$ cat config.mk
export PLATFORM = sky130hd
export DESIGN_NAME = counter
export DESIGN_NICKNAME = d
export VERILOG_FILES = /design/src/rtl/counter_pkg.sv /design/src/rtl/counter.sv
export SDC_FILE = /design/constraint.sdc
export NUM_CORES = 1
export LEC_CHECK = 0
export CAP_MARGIN = 30
export CORE_AREA = 2 2 39 41
export DETAILED_ROUTE_END_ITERATION = 10
export DIE_AREA = 0 0 41 43
export PLACE_DENSITY = 0.54
export SETUP_SLACK_MARGIN = 0.2
export SLEW_MARGIN = 40
export SYNTH_ARGS = -nofsm -noshare
export SYNTH_HDL_FRONTEND = slang
export SYNTH_SLANG_ARGS = --single-unit
$ cat constraint.sdc
create_clock -name clk -period 3.1 [get_ports clk]
set_input_delay 0.31 -clock clk [delete_from_list [all_inputs] [get_ports clk]]
set_output_delay 0.31 -clock clk [all_outputs]
set_load 0.01 [all_outputs]
$ cat src/rtl/counter_pkg.sv
// Shared definitions for the counter block.
//   DEFAULT_MAX_COUNT    : default terminal value (10 = 4'b1010).
//   counter_params_valid : elaboration-time legality check for the counter
//                          parameters. It returns 1 only when
//                          0 < max_count <= 2**width-1 and
//                          0 <= reset_value <= max_count.
package counter_pkg;

  localparam int DEFAULT_MAX_COUNT = 10;

  function automatic bit counter_params_valid(input int width,
                                              input int max_count,
                                              input int reset_value);
    longint limit;
    // The width bound keeps the shift below inside a signed 64-bit value.
    if (width < 1 || width > 62) begin
      return 1'b0;
    end
    limit = (longint'(1) << width) - longint'(1);
    return (max_count > 0) && (longint'(max_count) <= limit) &&
           (reset_value >= 0) && (reset_value <= max_count);
  endfunction

endpackage

$ cat src/rtl/counter.sv
// Parameterised synchronous up-counter with terminal-count flags.
// Counts up by one per clock from RESET_VALUE to MAX_COUNT. At MAX_COUNT it
// either holds (SATURATE=1) or wraps to 0 (SATURATE=0).
// Ports:
//   clk         : rising-edge clock
//   reset       : synchronous, active-high reset (has priority over counting)
//   count       : registered counter value
//   at_max      : high while count == MAX_COUNT (decoded from the register)
//   reached_max : one-cycle pulse in the cycle count first becomes MAX_COUNT
//   wrapped     : one-cycle pulse in the cycle after MAX_COUNT -> 0
//                 (always 0 when SATURATE=1)
module counter
  import counter_pkg::*;
#(
  parameter int WIDTH       = 4,
  parameter int MAX_COUNT   = DEFAULT_MAX_COUNT,
  parameter bit SATURATE    = 1'b1,
  parameter int RESET_VALUE = 0
) (
  input  logic             clk,
  input  logic             reset,
  output logic [WIDTH-1:0] count,
  output logic             at_max,
  output logic             reached_max,
  output logic             wrapped
);

  // Refuse to build with parameters that would make the counter overflow
  // or start above its terminal value.
  generate
    if (!counter_params_valid(WIDTH, MAX_COUNT, RESET_VALUE)) begin : g_param_check
      $fatal(1, "counter: illegal WIDTH/MAX_COUNT/RESET_VALUE combination");
    end
  endgenerate

  localparam logic [WIDTH-1:0] MAX_VAL     = WIDTH'(MAX_COUNT);
  localparam logic [WIDTH-1:0] PRE_MAX_VAL = WIDTH'(MAX_COUNT - 1);
  localparam logic [WIDTH-1:0] RST_VAL     = WIDTH'(RESET_VALUE);

  logic [WIDTH-1:0] count_reg;
  logic [WIDTH-1:0] count_next;
  logic             reached_max_reg;
  logic             reached_max_next;
  logic             wrapped_reg;
  logic             wrapped_next;

  always_comb begin
    count_next       = count_reg;
    reached_max_next = 1'b0;
    wrapped_next     = 1'b0;
    if (count_reg == MAX_VAL) begin
      // Saturate mode leaves count_next at its hold value.
      if (!SATURATE) begin
        count_next   = '0;
        wrapped_next = 1'b1;
      end
    end else begin
      // count_reg < MAX_COUNT <= 2**WIDTH-1, so this never overflows.
      count_next       = count_reg + WIDTH'(1);
      // Only the MAX_COUNT-1 -> MAX_COUNT step raises the pulse, so holding
      // at the terminal value never retriggers it.
      reached_max_next = (count_reg == PRE_MAX_VAL);
    end
  end

  always_ff @(posedge clk) begin
    if (reset) begin
      count_reg       <= RST_VAL;
      reached_max_reg <= 1'b0;
      wrapped_reg     <= 1'b0;
    end else begin
      count_reg       <= count_next;
      reached_max_reg <= reached_max_next;
      wrapped_reg     <= wrapped_next;
    end
  end

  assign count       = count_reg;
  assign at_max      = (count_reg == MAX_VAL);
  assign reached_max = reached_max_reg;
  assign wrapped     = wrapped_reg;

  // Sanity properties on the running counter.
  a_count_in_range : assert property (@(posedge clk) disable iff (reset)
    count_reg <= MAX_VAL);

  a_saturate_holds : assert property (@(posedge clk) disable iff (reset)
    (SATURATE && at_max) |=> $stable(count_reg));

  a_reached_single : assert property (@(posedge clk) disable iff (reset)
    reached_max_reg |=> !reached_max_reg);

endmodule

==> results of run 1 <==
## worst min-delay path: cells and delay by family, from the launching register on
family           cells  cell delay (ns)
flip-flops           1             0.35
AND/OR/NAND/NOR      1             0.09
AO/OA/AOI/OAI        1             0.06
## metal layers
layer  part of all wire  GRT usage
met3               0.14     0.0838
met1               0.45     0.0710
met5                  0          0
met2               0.40     0.0938
met4                  0     0.0200
## placed cells by master, fill, tap and decap left out, types with 3 or more instances in the layout
cell / instances
clkbuf_4: 3
clkdlybuf4s50_1: 7
nor2_1: 3
ha_1: 3
inv_1: 3
dfxtp_1: 5
## layout make-up
class                           count  share of cell area
Timing Repair Buffer                7               0.187
Clock buffer                        4              0.0700
Tap cell                           16              0.0533
Inverter                            3              0.0300
Multi-Input combinational cell     18               0.393
Sequential cell                     5               0.267
## power breakdown
group	internal (W)	total, W	switching, W
registers	0.0000680	0.0000740	0.00000599
logic	0.0000131	0.0000226	0.00000951
clock network	0.0000488	0.0000777	0.0000289
total	0.000130	0.000174	0.0000444
## metrics by stage
step	area (sq um)	util	total power, W	hold slack (ns)
after floorplan	267	-	0.0000877	0.375
after global placement	349	0.252	0.0000984	0.543
after detailed placement	349	0.252	0.0000979	0.551
after CTS	375	0.271	0.000179	0.557
after global routing	375	0.271	0.000189	0.570
final	375	0.271	0.000174	0.552
## logic make-up (layout without fill, tap and decap cells)
kind of cell | after synthesis | count (layout) | share of synthesized area
buffers and inverters | 4 | 14 | 0.0704
other | 1 | 1 | 0.0141
flip-flops | 5 | 5 | 0.376
AO/OA/AOI/OAI | 2 | 2 | 0.0657
AND/OR/NAND/NOR | 10 | 10 | 0.268
adder cells (fa/ha/maj) | 3 | 3 | 0.141
XOR/XNOR | 2 | 2 | 0.0657
## worst max-delay path by stage
stage	start	endpoint
global placement	count[1]$_SDFFE_PP0P_	at_max
floorplan	count[0]$_SDFFE_PP0P_	at_max
CTS	count[1]$_SDFFE_PP0P_	at_max
finish	count[1]$_SDFFE_PP0P_	at_max
detailed placement	count[1]$_SDFFE_PP0P_	at_max
global route	count[1]$_SDFFE_PP0P_	at_max
==> out/qor.csv, run 1 <==
metric,value,unit
drc,0,
wl_per_cell,8.92,microns
clockBufferDepth,2,
grt_pass1_wl,765,microns
first_pass_iters,2,
syn_area_per_cell,9.87,sq um
dieArea,1760,sq um
cts_resized,0,
cp.depth,4,
tns,0,ns
nets,43,
path_clk_slew,0.05,ns
initial_core_util,0.193,
rows,14,
fp.dieH,43,microns
vias_per_cell,3.85,
yosysMostFrequentCell,dfxtp_1,
skew,0.00353,ns
ant_nets,0,
io_buffers,7,
cts.sink_count,5,
syn_nets,32,
seq_area_frac_synth,0.376,
antenna_found_initial,0,
overflow,0,
largest_register_ff_count,4,
finalHoldViolations,0,
worst-path-max-fanout,6,
leakage,0.187,nW
layout_min_cycle_time,1.99,ns
critPathArrivalTime,1.68,ns
core,1380,sq um
syn-cell-area,267,sq um
drv_slew,0,
multiInputGateArea,148,sq um
required,2.79,ns
worst_hold_path.endpoint,count[2]$_SDFFE_PP0P_,
final.setup.worst_slack,1.11,ns
synth-seq-cells,5,
setup_violations,0,
yosys-top-cells-count,"dfxtp_1, ha_1, inv_1, nor2_1",
detailedPlace.worstSlack,1.38,ns
final_cell_count_no_fill,53,
hold_path_class,reg -> reg,
synthArstFlopShare,0,
crit_family,buffers and inverters,
cts_tree,yes,
worstHoldPathCells,2,
wirelength,473,microns
r2r_setup_slack,1.91,ns
clk-insertion-delay-late,0.25,ns
drive_gt1_frac,0.189,
clockRootBuffer,clkbuf_4,
grt_max_degree,7,
yosysTopAreaCellShare,0.376,
r2r_end,count[1]$_SDFFE_PP0P_,
h-tree-depth,1,
synth_edf_count,0,
r2r_start,count[0]$_SDFFE_PP0P_,
end_kind,output port,
dp.cells,49,
die_w,41,microns
cts_made_buffers,3,
gp_congestion,0.665,
worstSetupStartpointType,flip-flop,
synth_cells,27,
drt-initial-drc-count,2,
slowest_stage,clkdlybuf4s50_1,
synth.largest_area_cell,dfxtp_1,
rr_worst_depth,5,
p_per_area,464,nW/um^2
synth_area_leaders,"dfxtp_1, ha_1, nand3b_4",
criticalPathCategory,reg -> out,
path_cells,ha_1 -> nand3b_4 -> inv_1 -> clkdlybuf4s50_1,
crit_buf_inv,2,
seqCellArea,100,sq um
synth_ff_type,dfxtp_1,
cts_setup_buffers,0,
drv_cap,0,
antenna_cells,0,
ys_warn_count,0,
critPathMaxStageDelay,0.53,ns
fillers,152,
cts_hold_buf,0,
outcome,finished clean,
peakVddDrop,0.186,mV
synth_cell_types,17,
boundaryPins,9,
vias,204,
hold_start,count[2]$_SDFFE_PP0P_,
syn2layout_area_growth,40.8,%
first_global_vias,186,
rsz0062_at_grt,no,
timing.fmax,503,MHz
track_usage,0.0714,
fin_crit_sh,0.641,
Note: power is estimated with default switching activity, not from simulation.
==> inputs of run 2 (changes only) <==
--- a/config.mk
+++ b/config.mk
@@ -9,7 +9,7 @@
 export CORE_AREA = 2 2 39 41
 export DETAILED_ROUTE_END_ITERATION = 10
 export DIE_AREA = 0 0 41 43
-export PLACE_DENSITY = 0.54
+export PLACE_DENSITY = 0.55
 export SETUP_SLACK_MARGIN = 0.2
 export SLEW_MARGIN = 40
 export SYNTH_ARGS = -nofsm -noshare
==> constraint.sdc (replaced) <==
create_clock -name clk -period 1.75 [get_ports clk]
set_input_delay 0.175 -clock clk [delete_from_list [all_inputs] [get_ports clk]]
set_output_delay 0.175 -clock clk [all_outputs]
set_load 0.01 [all_outputs]
==> run 2 against run 1 <==
  * Wire length is 1.7% higher
  * Power up 81%
  * Clock power up 75%
  * Critical endpoint is now count[3]
  * Highest routed layer unchanged
==> out/qor.csv, run 2 (synthesis gave the netlist of run 1 again) <==
metric,value,unit,change
hold_path_class,reg -> reg,,unchanged
cts_made_buffers,3,,unchanged
slowest_stage,clkdlybuf4s50_1,,unchanged
syn2layout_area_growth,46.9,%,was 40.8%
critPathArrivalTime,1.28,ns,was 1.68 ns
grt_pass1_wl,862,microns,was 765 microns
tns,0,ns,unchanged
grt_max_degree,7,,unchanged
antenna_cells,0,,unchanged
crit_family,buffers and inverters,,unchanged
startpoint,count[3]$_SDFFE_PP0P_,,was count[1]$_SDFFE_PP0P_
r2r_end,count[0]$_SDFFE_PP0P_,,was count[1]$_SDFFE_PP0P_
track_usage,0.0824,,was 0.0714
finalHoldViolations,0,,unchanged
vias,214,,was 204
crit_buf_inv,1,,was 2
rr_worst_depth,5,,unchanged
nets,45,,was 43
drt-initial-drc-count,1,,was 2
wirelength,481,microns,was 473 microns
rows,14,,unchanged
dp.cells,51,,was 49
dpl.hpwl,353,microns,
drive_gt1_frac,0.256,,was 0.189
first_pass_iters,2,,unchanged
wl_per_cell,8.75,microns,was 8.92 microns
core,1380,sq um,unchanged
drv_slew,0,,unchanged
cp.depth,1,,was 4
path_clk_slew,0.04,ns,was 0.05 ns
dieArea,1760,sq um,unchanged
cts_tree,yes,,unchanged
vias_per_cell,3.89,,was 3.85
skew,0.00109,ns,was 0.00353 ns
clockRootBuffer,clkbuf_4,,unchanged
h-tree-depth,1,,unchanged
fp.dieH,43,microns,unchanged
cts.sink_count,5,,unchanged
gp_congestion,0.715,,was 0.665
criticalPathCategory,reg -> out,,unchanged
peakVddDrop,0.288,mV,was 0.186 mV
timing.fmax,688,MHz,
clk-insertion-delay-late,0.25,ns,about the same
fin_crit_sh,0.830,,
worstSetupStartpointType,flip-flop,,unchanged
antenna_found_initial,0,,unchanged
critPathMaxStageDelay,0.58,ns,was 0.53 ns
boundaryPins,9,,unchanged
outcome,finished clean,,unchanged
crit_end,count[3],,was at_max
hold_ws,0.531,ns,was 0.552 ns
die_w,41,microns,unchanged
io_buffers,7,,unchanged
r2r_start,count[0]$_SDFFE_PP0P_,,unchanged
final_cell_mix,"clkdlybuf4s50_1, dfxtp_1, inv_1, nor2_1, clkbuf_4",,"was clkdlybuf4s50_1, dfxtp_1"
overflow,0,,unchanged
required,1.57,ns,was 2.79 ns
path_cells,clkdlybuf4s50_1,,was ha_1 -> nand3b_4 -> inv_1 -> clkdlybuf4s50_1
ant_nets,0,,unchanged
drc,0,,unchanged
final_cell_count_no_fill,55,,was 53
layout_min_cycle_time,1.45,ns,
p_per_area,806,nW/um^2,was 464 nW/um^2
end_kind,output port,,unchanged
clockBufferDepth,2,,unchanged
r2r_setup_slack,0.75,ns,was 1.91 ns
final_common_cell,clkdlybuf4s50_1,,unchanged
largest_register_ff_count,4,,unchanged
cts_hold_buf,0,,unchanged
setup_violations,0,,unchanged
worst-path-max-fanout,5,,was 6
drv_cap,0,,unchanged
leakage,0.200,nW,was 0.187 nW
initial_core_util,0.193,,unchanged
rsz0062_at_grt,no,,unchanged
first_global_vias,221,,was 186
-- run 2: repair_timing --
action | 4_1_cts | 5_1_grt
setup endpoints to repair | 1 | 0
buffers inserted | 0 | 0
resized for setup | 2 | 0
-- run 2: worst register-to-register path, stage by stage (launching register included) --
cell and delay, ns:
dfxtp_1 0.31, inv_1 0.06, ha_2 0.21, nand3b_4 0.11, xnor2_1 0.15, nor2_1 0.05
-- run 2: where the power goes --
group	total, W	leakage, nW	switching, W	internal [W]
logic	0.0000539	0.144	0.0000242	0.0000297
clock network	0.000136	0.0150	0.0000500	0.0000864
registers	0.000125	0.0409	0.00000486	0.000121
total	0.000316	0.200	0.0000791	0.000237
-- run 2: routing by layer --
layer | share of wire | GRT usage | routed length, microns
met2 | 0.44 | 0.103 | 210
met4 | 0 | 0.0400 | 0
met5 | 0 | 0 | 0
met1 | 0.44 | 0.0806 | 211
met3 | 0.12 | 0.0942 | 59
-- run 2: layout make-up --
class | count | area, sq um
Clock buffer | 4 | 26.3
Fill cell | 155 | 992
Inverter | 3 | 11.3
Multi-Input combinational cell | 18 | 150
Sequential cell | 5 | 100
Tap cell | 16 | 20.0
Timing Repair Buffer | 9 | 83.8
-- run 2: per-stage QoR --
step	power [W]	setup slack, ns	instance area, sq um	utilization
finish	0.000316	0.297	392	0.283
global route	0.000340	0.209	392	0.283
CTS	0.000325	0.279	392	0.283
detailed placement	0.000180	0.273	364	0.263
global placement	0.000179	0.280	364	0.263
floorplan	0.000155	0.602	267	-
-- run 2: worst min-delay path by stage --
| stage | endpoint | cells past startpoint | start | slack (ns) |
|---|---|---|---|---|
| floorplan | count[1]$_SDFFE_PP0P_ | 1 | reset | 0.24 |
| global placement | count[2]$_SDFFE_PP0P_ | 2 | count[2]$_SDFFE_PP0P_ | 0.52 |
| detailed placement | count[2]$_SDFFE_PP0P_ | 2 | count[2]$_SDFFE_PP0P_ | 0.52 |
| CTS | count[2]$_SDFFE_PP0P_ | 2 | count[2]$_SDFFE_PP0P_ | 0.53 |
| global route | count[2]$_SDFFE_PP0P_ | 2 | count[2]$_SDFFE_PP0P_ | 0.57 |
| finish | count[2]$_SDFFE_PP0P_ | 2 | count[2]$_SDFFE_PP0P_ | 0.53 |
